[src/rtl/stream_2d_array_pkg.sv]
// ----------------------------------------------------------------------------
// stream_2d_array_pkg
// Shared types and helpers for the stream_2d_array_rows matrix-to-row
// serialiser.
//   state_t   : FSM state encoding (IDLE, STREAM)
//   row_idx_w : width of the row index, never less than one bit
// ----------------------------------------------------------------------------
package stream_2d_array_pkg;

   typedef enum logic {
      IDLE   = 1'b0,
      STREAM = 1'b1
   } state_t;

   // ROWS == 1 still needs a one-bit row port.
   function automatic int row_idx_w(input int rows);
      return (rows > 1) ? $clog2(rows) : 1;
   endfunction

endpackage

[src/rtl/stream_2d_array_rows_row_flatten.sv]
// ----------------------------------------------------------------------------
// row_flatten
// Purely combinational row selector.  It picks row i_row out of the
// registered matrix and packs it into one flat word, with column 0 in the
// least significant bits.
// Ports:
//   i_mat  : matrix, i_mat[r][c]
//   i_row  : row to select
//   o_data : packed row, o_data[(c+1)*BIT_WIDTH-1 -: BIT_WIDTH] = i_mat[i_row][c]
// ----------------------------------------------------------------------------
module row_flatten
   import stream_2d_array_pkg::*;
#(
   parameter int BIT_WIDTH = 4,
   parameter int COLS      = 8,
   parameter int ROWS      = 4
) (
   input  logic [BIT_WIDTH-1:0]        i_mat [ROWS-1:0][COLS-1:0],
   input  logic [row_idx_w(ROWS)-1:0]  i_row,
   output logic [COLS*BIT_WIDTH-1:0]   o_data
);

   localparam int RW = row_idx_w(ROWS);

   // A compare-per-row mux keeps the index in range when ROWS is not a
   // power of two.
   always_comb begin
      o_data = '0;
      for (int r = 0; r < ROWS; r++) begin
         if (i_row == RW'(r)) begin
            for (int c = 0; c < COLS; c++) begin
               o_data[c*BIT_WIDTH +: BIT_WIDTH] = i_mat[r][c];
            end
         end
      end
   end

endmodule

[src/rtl/stream_2d_array_rows.sv]
// ----------------------------------------------------------------------------
// stream_2d_array_rows
// Accepts a whole ROWS x COLS matrix in one valid/ready handshake. It latches
// the matrix and then sends it out one row per beat over a second valid/ready
// handshake.
//
// Optional feature macro: STREAM_2D_ARRAY_ROWS_DBUF_EN
//   When defined, a second matrix buffer lets the next matrix be accepted
//   while the current one is streaming.  This removes the idle cycle between
//   matrices.
//
// Ports:
//   clk       : clock, rising edge
//   rst       : asynchronous active-high reset
//   in_data   : input matrix, in_data[r][c]
//   in_valid  : matrix valid
//   in_ready  : block can take a matrix
//   out_data  : current row, column 0 at LSB (zero when no beat is valid)
//   out_row   : index of the current row
//   out_last  : current beat is the last row
//   out_valid : row beat valid
//   out_ready : downstream accepts the beat
// ----------------------------------------------------------------------------
module stream_2d_array_rows
   import stream_2d_array_pkg::*;
#(
   parameter int BIT_WIDTH = 4,
   parameter int COLS      = 8,
   parameter int ROWS      = 4
) (
   input  logic                        clk,
   input  logic                        rst,
   input  logic [BIT_WIDTH-1:0]        in_data [ROWS-1:0][COLS-1:0],
   input  logic                        in_valid,
   output logic                        in_ready,
   output logic [COLS*BIT_WIDTH-1:0]   out_data,
   output logic [row_idx_w(ROWS)-1:0]  out_row,
   output logic                        out_last,
   output logic                        out_valid,
   input  logic                        out_ready
);

   localparam int            RW       = row_idx_w(ROWS);
   localparam logic [RW-1:0] ROW_LAST = RW'(ROWS - 1);

   state_t                   r_state;
   state_t                   w_state_nxt;
   logic [RW-1:0]            r_row;
   logic [RW-1:0]            w_row_nxt;
   logic [BIT_WIDTH-1:0]     r_mat [ROWS-1:0][COLS-1:0];
   logic                     w_load_act;
   logic                     w_is_last;
   logic [COLS*BIT_WIDTH-1:0] w_row_data;

`ifdef STREAM_2D_ARRAY_ROWS_DBUF_EN
   logic [BIT_WIDTH-1:0]     r_buf [ROWS-1:0][COLS-1:0];
   logic                     r_buf_full;
   logic                     w_buf_full_nxt;
   logic                     w_load_buf;
   logic                     w_from_buf;
`endif

   assign w_is_last = (r_row == ROW_LAST);

   // State register.
   always_ff @(posedge clk or posedge rst) begin
      if (rst) begin
         r_state <= IDLE;
      end else begin
         r_state <= w_state_nxt;
      end
   end

   // Next state, handshake outputs and register load strobes.
   always_comb begin
      w_state_nxt = r_state;
      w_row_nxt   = r_row;
      w_load_act  = 1'b0;
      out_valid   = (r_state == STREAM);
`ifdef STREAM_2D_ARRAY_ROWS_DBUF_EN
      in_ready       = !r_buf_full;
      w_buf_full_nxt = r_buf_full;
      w_load_buf     = 1'b0;
      w_from_buf     = 1'b0;
`else
      in_ready       = (r_state == IDLE);
`endif

      case (r_state)
         IDLE: begin
            if (in_valid && in_ready) begin
               w_state_nxt = STREAM;
               w_load_act  = 1'b1;
               w_row_nxt   = '0;
            end
         end
         STREAM: begin
            if (out_ready && w_is_last) begin
               w_row_nxt   = '0;
               w_state_nxt = IDLE;
`ifdef STREAM_2D_ARRAY_ROWS_DBUF_EN
               // Refill the active register with no bubble: a buffered
               // matrix takes priority over the input port.  in_ready is
               // low while the buffer is full, so both cannot occur at once.
               if (r_buf_full) begin
                  w_from_buf     = 1'b1;
                  w_buf_full_nxt = 1'b0;
                  w_state_nxt    = STREAM;
               end else if (in_valid) begin
                  w_load_act  = 1'b1;
                  w_state_nxt = STREAM;
               end
`endif
            end else begin
               if (out_ready) begin
                  w_row_nxt = r_row + RW'(1);
               end
`ifdef STREAM_2D_ARRAY_ROWS_DBUF_EN
               if (in_valid && in_ready) begin
                  w_load_buf     = 1'b1;
                  w_buf_full_nxt = 1'b1;
               end
`endif
            end
         end
         default: begin
            w_state_nxt = IDLE;
         end
      endcase
   end

   // Row counter (and buffer-full flag) are control and are reset.
   always_ff @(posedge clk or posedge rst) begin
      if (rst) begin
         r_row <= '0;
`ifdef STREAM_2D_ARRAY_ROWS_DBUF_EN
         r_buf_full <= 1'b0;
`endif
      end else begin
         r_row <= w_row_nxt;
`ifdef STREAM_2D_ARRAY_ROWS_DBUF_EN
         r_buf_full <= w_buf_full_nxt;
`endif
      end
   end

   // The matrix storage is not reset.  Stale contents are never visible,
   // because the outputs are gated by the STREAM state.
   always_ff @(posedge clk) begin
      if (w_load_act) begin
         r_mat <= in_data;
      end
`ifdef STREAM_2D_ARRAY_ROWS_DBUF_EN
      else if (w_from_buf) begin
         r_mat <= r_buf;
      end
      if (w_load_buf) begin
         r_buf <= in_data;
      end
`endif
   end

   row_flatten #(
      .BIT_WIDTH (BIT_WIDTH),
      .COLS      (COLS),
      .ROWS      (ROWS)
   ) u_row_flatten (
      .i_mat  (r_mat),
      .i_row  (r_row),
      .o_data (w_row_data)
   );

   assign out_data = out_valid ? w_row_data : '0;
   assign out_row  = r_row;
   assign out_last = out_valid && w_is_last;

endmodule

[config.mk]
export PLATFORM = sky130hd
export DESIGN_NAME = stream_2d_array_rows
export DESIGN_NICKNAME = d
export VERILOG_FILES = /design/src/rtl/stream_2d_array_pkg.sv /design/src/rtl/stream_2d_array_rows_row_flatten.sv /design/src/rtl/stream_2d_array_rows.sv
export SDC_FILE = /design/constraint.sdc
export NUM_CORES = 1
export LEC_CHECK = 0
export ABC_CLOCK_PERIOD_IN_PS = 10680
export CORE_MARGIN = 5
export CORE_UTILIZATION = 49
export CTS_CLUSTER_DIAMETER = 120
export CTS_CLUSTER_SIZE = 14
export DETAILED_ROUTE_END_ITERATION = 7
export GPL_ROUTABILITY_DRIVEN = 1
export PLACE_DENSITY = 0.85
export SYNTH_ARGS = -nofsm -noshare
export SYNTH_HDL_FRONTEND = slang
export SYNTH_HIERARCHICAL = 1
export SYNTH_SLANG_ARGS = --single-unit
[constraint.sdc]
create_clock -name clk -period 10.68 [get_ports clk]
set_clock_uncertainty 0.05 [all_clocks]
set_input_delay 3.204 -clock clk [delete_from_list [all_inputs] [get_ports clk]]
set_output_delay 3.204 -clock clk [all_outputs]
set_load 0.01 [all_outputs]
==> results.sh <==
export IMPL_setup_viol=0
export IMPL_power_leakage_nw=2.493
export IMPL_gr_total_overflow=0
export IMPL_antenna_found_initial=0
export IMPL_cts_repair_resized=0
export IMPL_grt_max_degree=70
export IMPL_cts_root_buffer="clkbuf_8"
export IMPL_drt_iter0_markers=151
export IMPL_port_buffers=168
export IMPL_grt_pass1_vias=3094
export IMPL_start_util_pct=49.53
export IMPL_die_h_um=111.5
export IMPL_synth_ff_type="edfxtp_1"
export IMPL_ys_ff_latch=131
export IMPL_ys_types=18
export IMPL_synth_area_leaders="edfxtp_1 (76%), mux4_2 (13%), and2_1 (4.1%), dfrtp_1 (1.5%), buf_12 (1.2%)"
export IMPL_syn_inst=217
export IMPL_slew_headroom_pct=41.89
export IMPL_drive_gt1_share_pct=15.82
export IMPL_first_pass_iters=4
export IMPL_fin_crit_ns=5.931
export IMPL_syn_avg_cell_area_sq_um=23.25
export IMPL_postCtsSetupRepairBufs=0
export IMPL_cts_tree="yes"
export IMPL_synth_warnings=6
export IMPL_drv_cap=0
export IMPL_holdPathEnd="out_valid"
export IMPL_finalPower_mw=1.832
export IMPL_syn2layout_area_growth_pct=47.20
export IMPL_r2r_end="r_mat[23]"
export IMPL_synth_top_cell_area_share_pct=76.19
export IMPL_synth_commonest_cells="edfxtp_1 (128), and2_1 (33), mux4_2 (30)"
export IMPL_grt_pass1_wl_um=16810
export IMPL_clock_sink_count=131
export IMPL_wl_um=10580
export IMPL_rsz0062_at_grt="no"
export IMPL_io_pin_count=169
export IMPL_chipWidth_um=111.5
export IMPL_crit_path_end_kind="output pin"
export IMPL_fmax_ghz=0.1686
export IMPL_yosysMostFrequentCell="edfxtp_1"
export IMPL_htree_levels=4
export IMPL_drc=0
export IMPL_dp_hpwl_um=7039
export IMPL_via_count=2726
export IMPL_status="completed"
export IMPL_rr_startpoint="out_valid"
export IMPL_viasPerCell=4.984
export IMPL_ys_seq_area_share_pct=77.68
export IMPL_p_per_area_mw_per_mm2=246.8
export IMPL_cp_max_fo=36
export IMPL_place_congestion=0.7293
export IMPL_yosysTopAreaCell="edfxtp_1"
export IMPL_fin_crit_sh_pct=55.53
export IMPL_clkTransAtPathRegs_ns=0.06
export IMPL_clkLatencyLatePin_ns=0.49
export IMPL_netlist_area_sq_mm=0.005045
export IMPL_cp_arrival_ns=2.68
export IMPL_synth_edf_count=128
export IMPL_diodes=0
export IMPL_ff2ff_path_depth=4
export IMPL_path_class="flip-flop to output pin"
export IMPL_r2r_slack_ns=8.01
export IMPL_cts_made_buffers=17
export IMPL_rows=37
export IMPL_cts_path_max_buffers=2
export IMPL_ir_worst_vdd_mv=0.1399
export IMPL_ys_async_sr_fraction_pct=2.290
export IMPL_post_drt_wl_per_cell_um=19.35
export IMPL_fin_nets=531
export IMPL_coreArea_sq_mm=0.01018
export IMPL_critPathLaunchType="flip-flop"
export IMPL_postCtsHoldBufs=0
export IMPL_whs_path_depth=3
export IMPL_worstPathRequired_ns=7.43
export IMPL_die_area_sq_mm=0.01242
export IMPL_antenna_left=0
export IMPL_fin_setup_tns_ns=0
export IMPL_synth_nets=350
export IMPL_hold_violations=0
export IMPL_grt_use_total_pct=17.96
export IMPL_tightest_slew_ns=0.8716
export IMPL_drv_slew=0
export IMPL_utilization_pct=72.91
export IMPL_hold_class="flip-flop to flip-flop"
export IMPL_hp_start="out_valid"
==> sequential cells by signal (all words and copies together), names as in the netlist <==
name	count
out_row	2
r_mat	128
out_valid	1
==> worst max-delay path, cell delays in order (launching register included) <==
cell and delay [ns]:
dfrtp_2 0.34, buf_4 0.55, mux4_1 0.62, and2_1 0.18, clkdlybuf4s50_1 0.47
==> cell type report <==
class,instances,area (sq um)
clock buffers,17,414.1
clock inverters,15,187.7
fillers,620,2759
inverters,2,7.507
multi-input cells,73,1007
flip-flops and latches,131,3920
well taps,136,170.2
repair buffers,173,1719
==> power breakdown <==
part           leakage [nW]  switching, mW  internal (mW)
Sequential             1.19         0.0123          0.639
Combinational          1.02          0.248          0.353
Clock                 0.281          0.204          0.376
==> worst max path at each step <==
stage | cells past startpoint | startpoint | slack [ns] | to
detailed placement | 4 | in_valid | 4.86 | r_mat[119]
floorplan | 1 | in_valid | 1.25 | r_mat[0]
global placement | 4 | in_valid | 5.00 | r_mat[85]
global route | 4 | out_row[0] | 4.58 | out_data[0]
CTS | 4 | out_row[0] | 4.67 | out_data[0]
finish | 4 | out_row[0] | 4.75 | out_data[0]
==> metal layers <==
metal | up-vias | part of all wire [%] | GRT usage, %
met1 | 1357 | 39 | 21.17
met5 | - | 0 | 0
met4 | 0 | 1.7 | 5.596
li1 | 1251 | - | -
met2 | 106 | 54 | 31.44
met3 | 12 | 5.6 | 5.870
==> logic make-up (layout without fill, tap and decap cells) <==
| kind of cell | count (synthesis) | after routing | share of synthesized area (%) |
|---|---|---|---|
| DFF | 131 | 131 | 77.68 |
| and+or+nand+nor | 36 | 36 | 4.464 |
| muxes | 33 | 33 | 14.63 |
| buffers and inverters | 13 | 207 | 2.505 |
| AOI/OAI and AO/OA | 3 | 3 | 0.4714 |
| adders and majority gates | 1 | 1 | 0.2480 |
==> per-stage QoR <==
step,std cells,hold WS [ns],setup WS (ns),cell area [sq um]
finish,547,0.8281,4.749,7426
global route,547,0.8843,4.577,7426
CTS,547,0.8370,4.675,7426
detailed placement,515,0.8228,4.863,6824
global placement,515,0.7874,4.998,6824
floorplan,217,0.5408,1.248,5045
==> cell usage in the layout (no fill, tap or decap), types with 2 or more instances in the layout <==
master and count:
edfxtp_1 128, mux4_2 30, clkinv_1 4, inv_1 2, clkdlybuf4s50_1 168, dfrtp_1 2, and2_1 33, clkinvlp_4 4
mux4_1 2, bufinv_16 4, inv_6 2, buf_4 5, clkbuf_16 16
No activity file was read; power rests on OpenSTA's default activity.
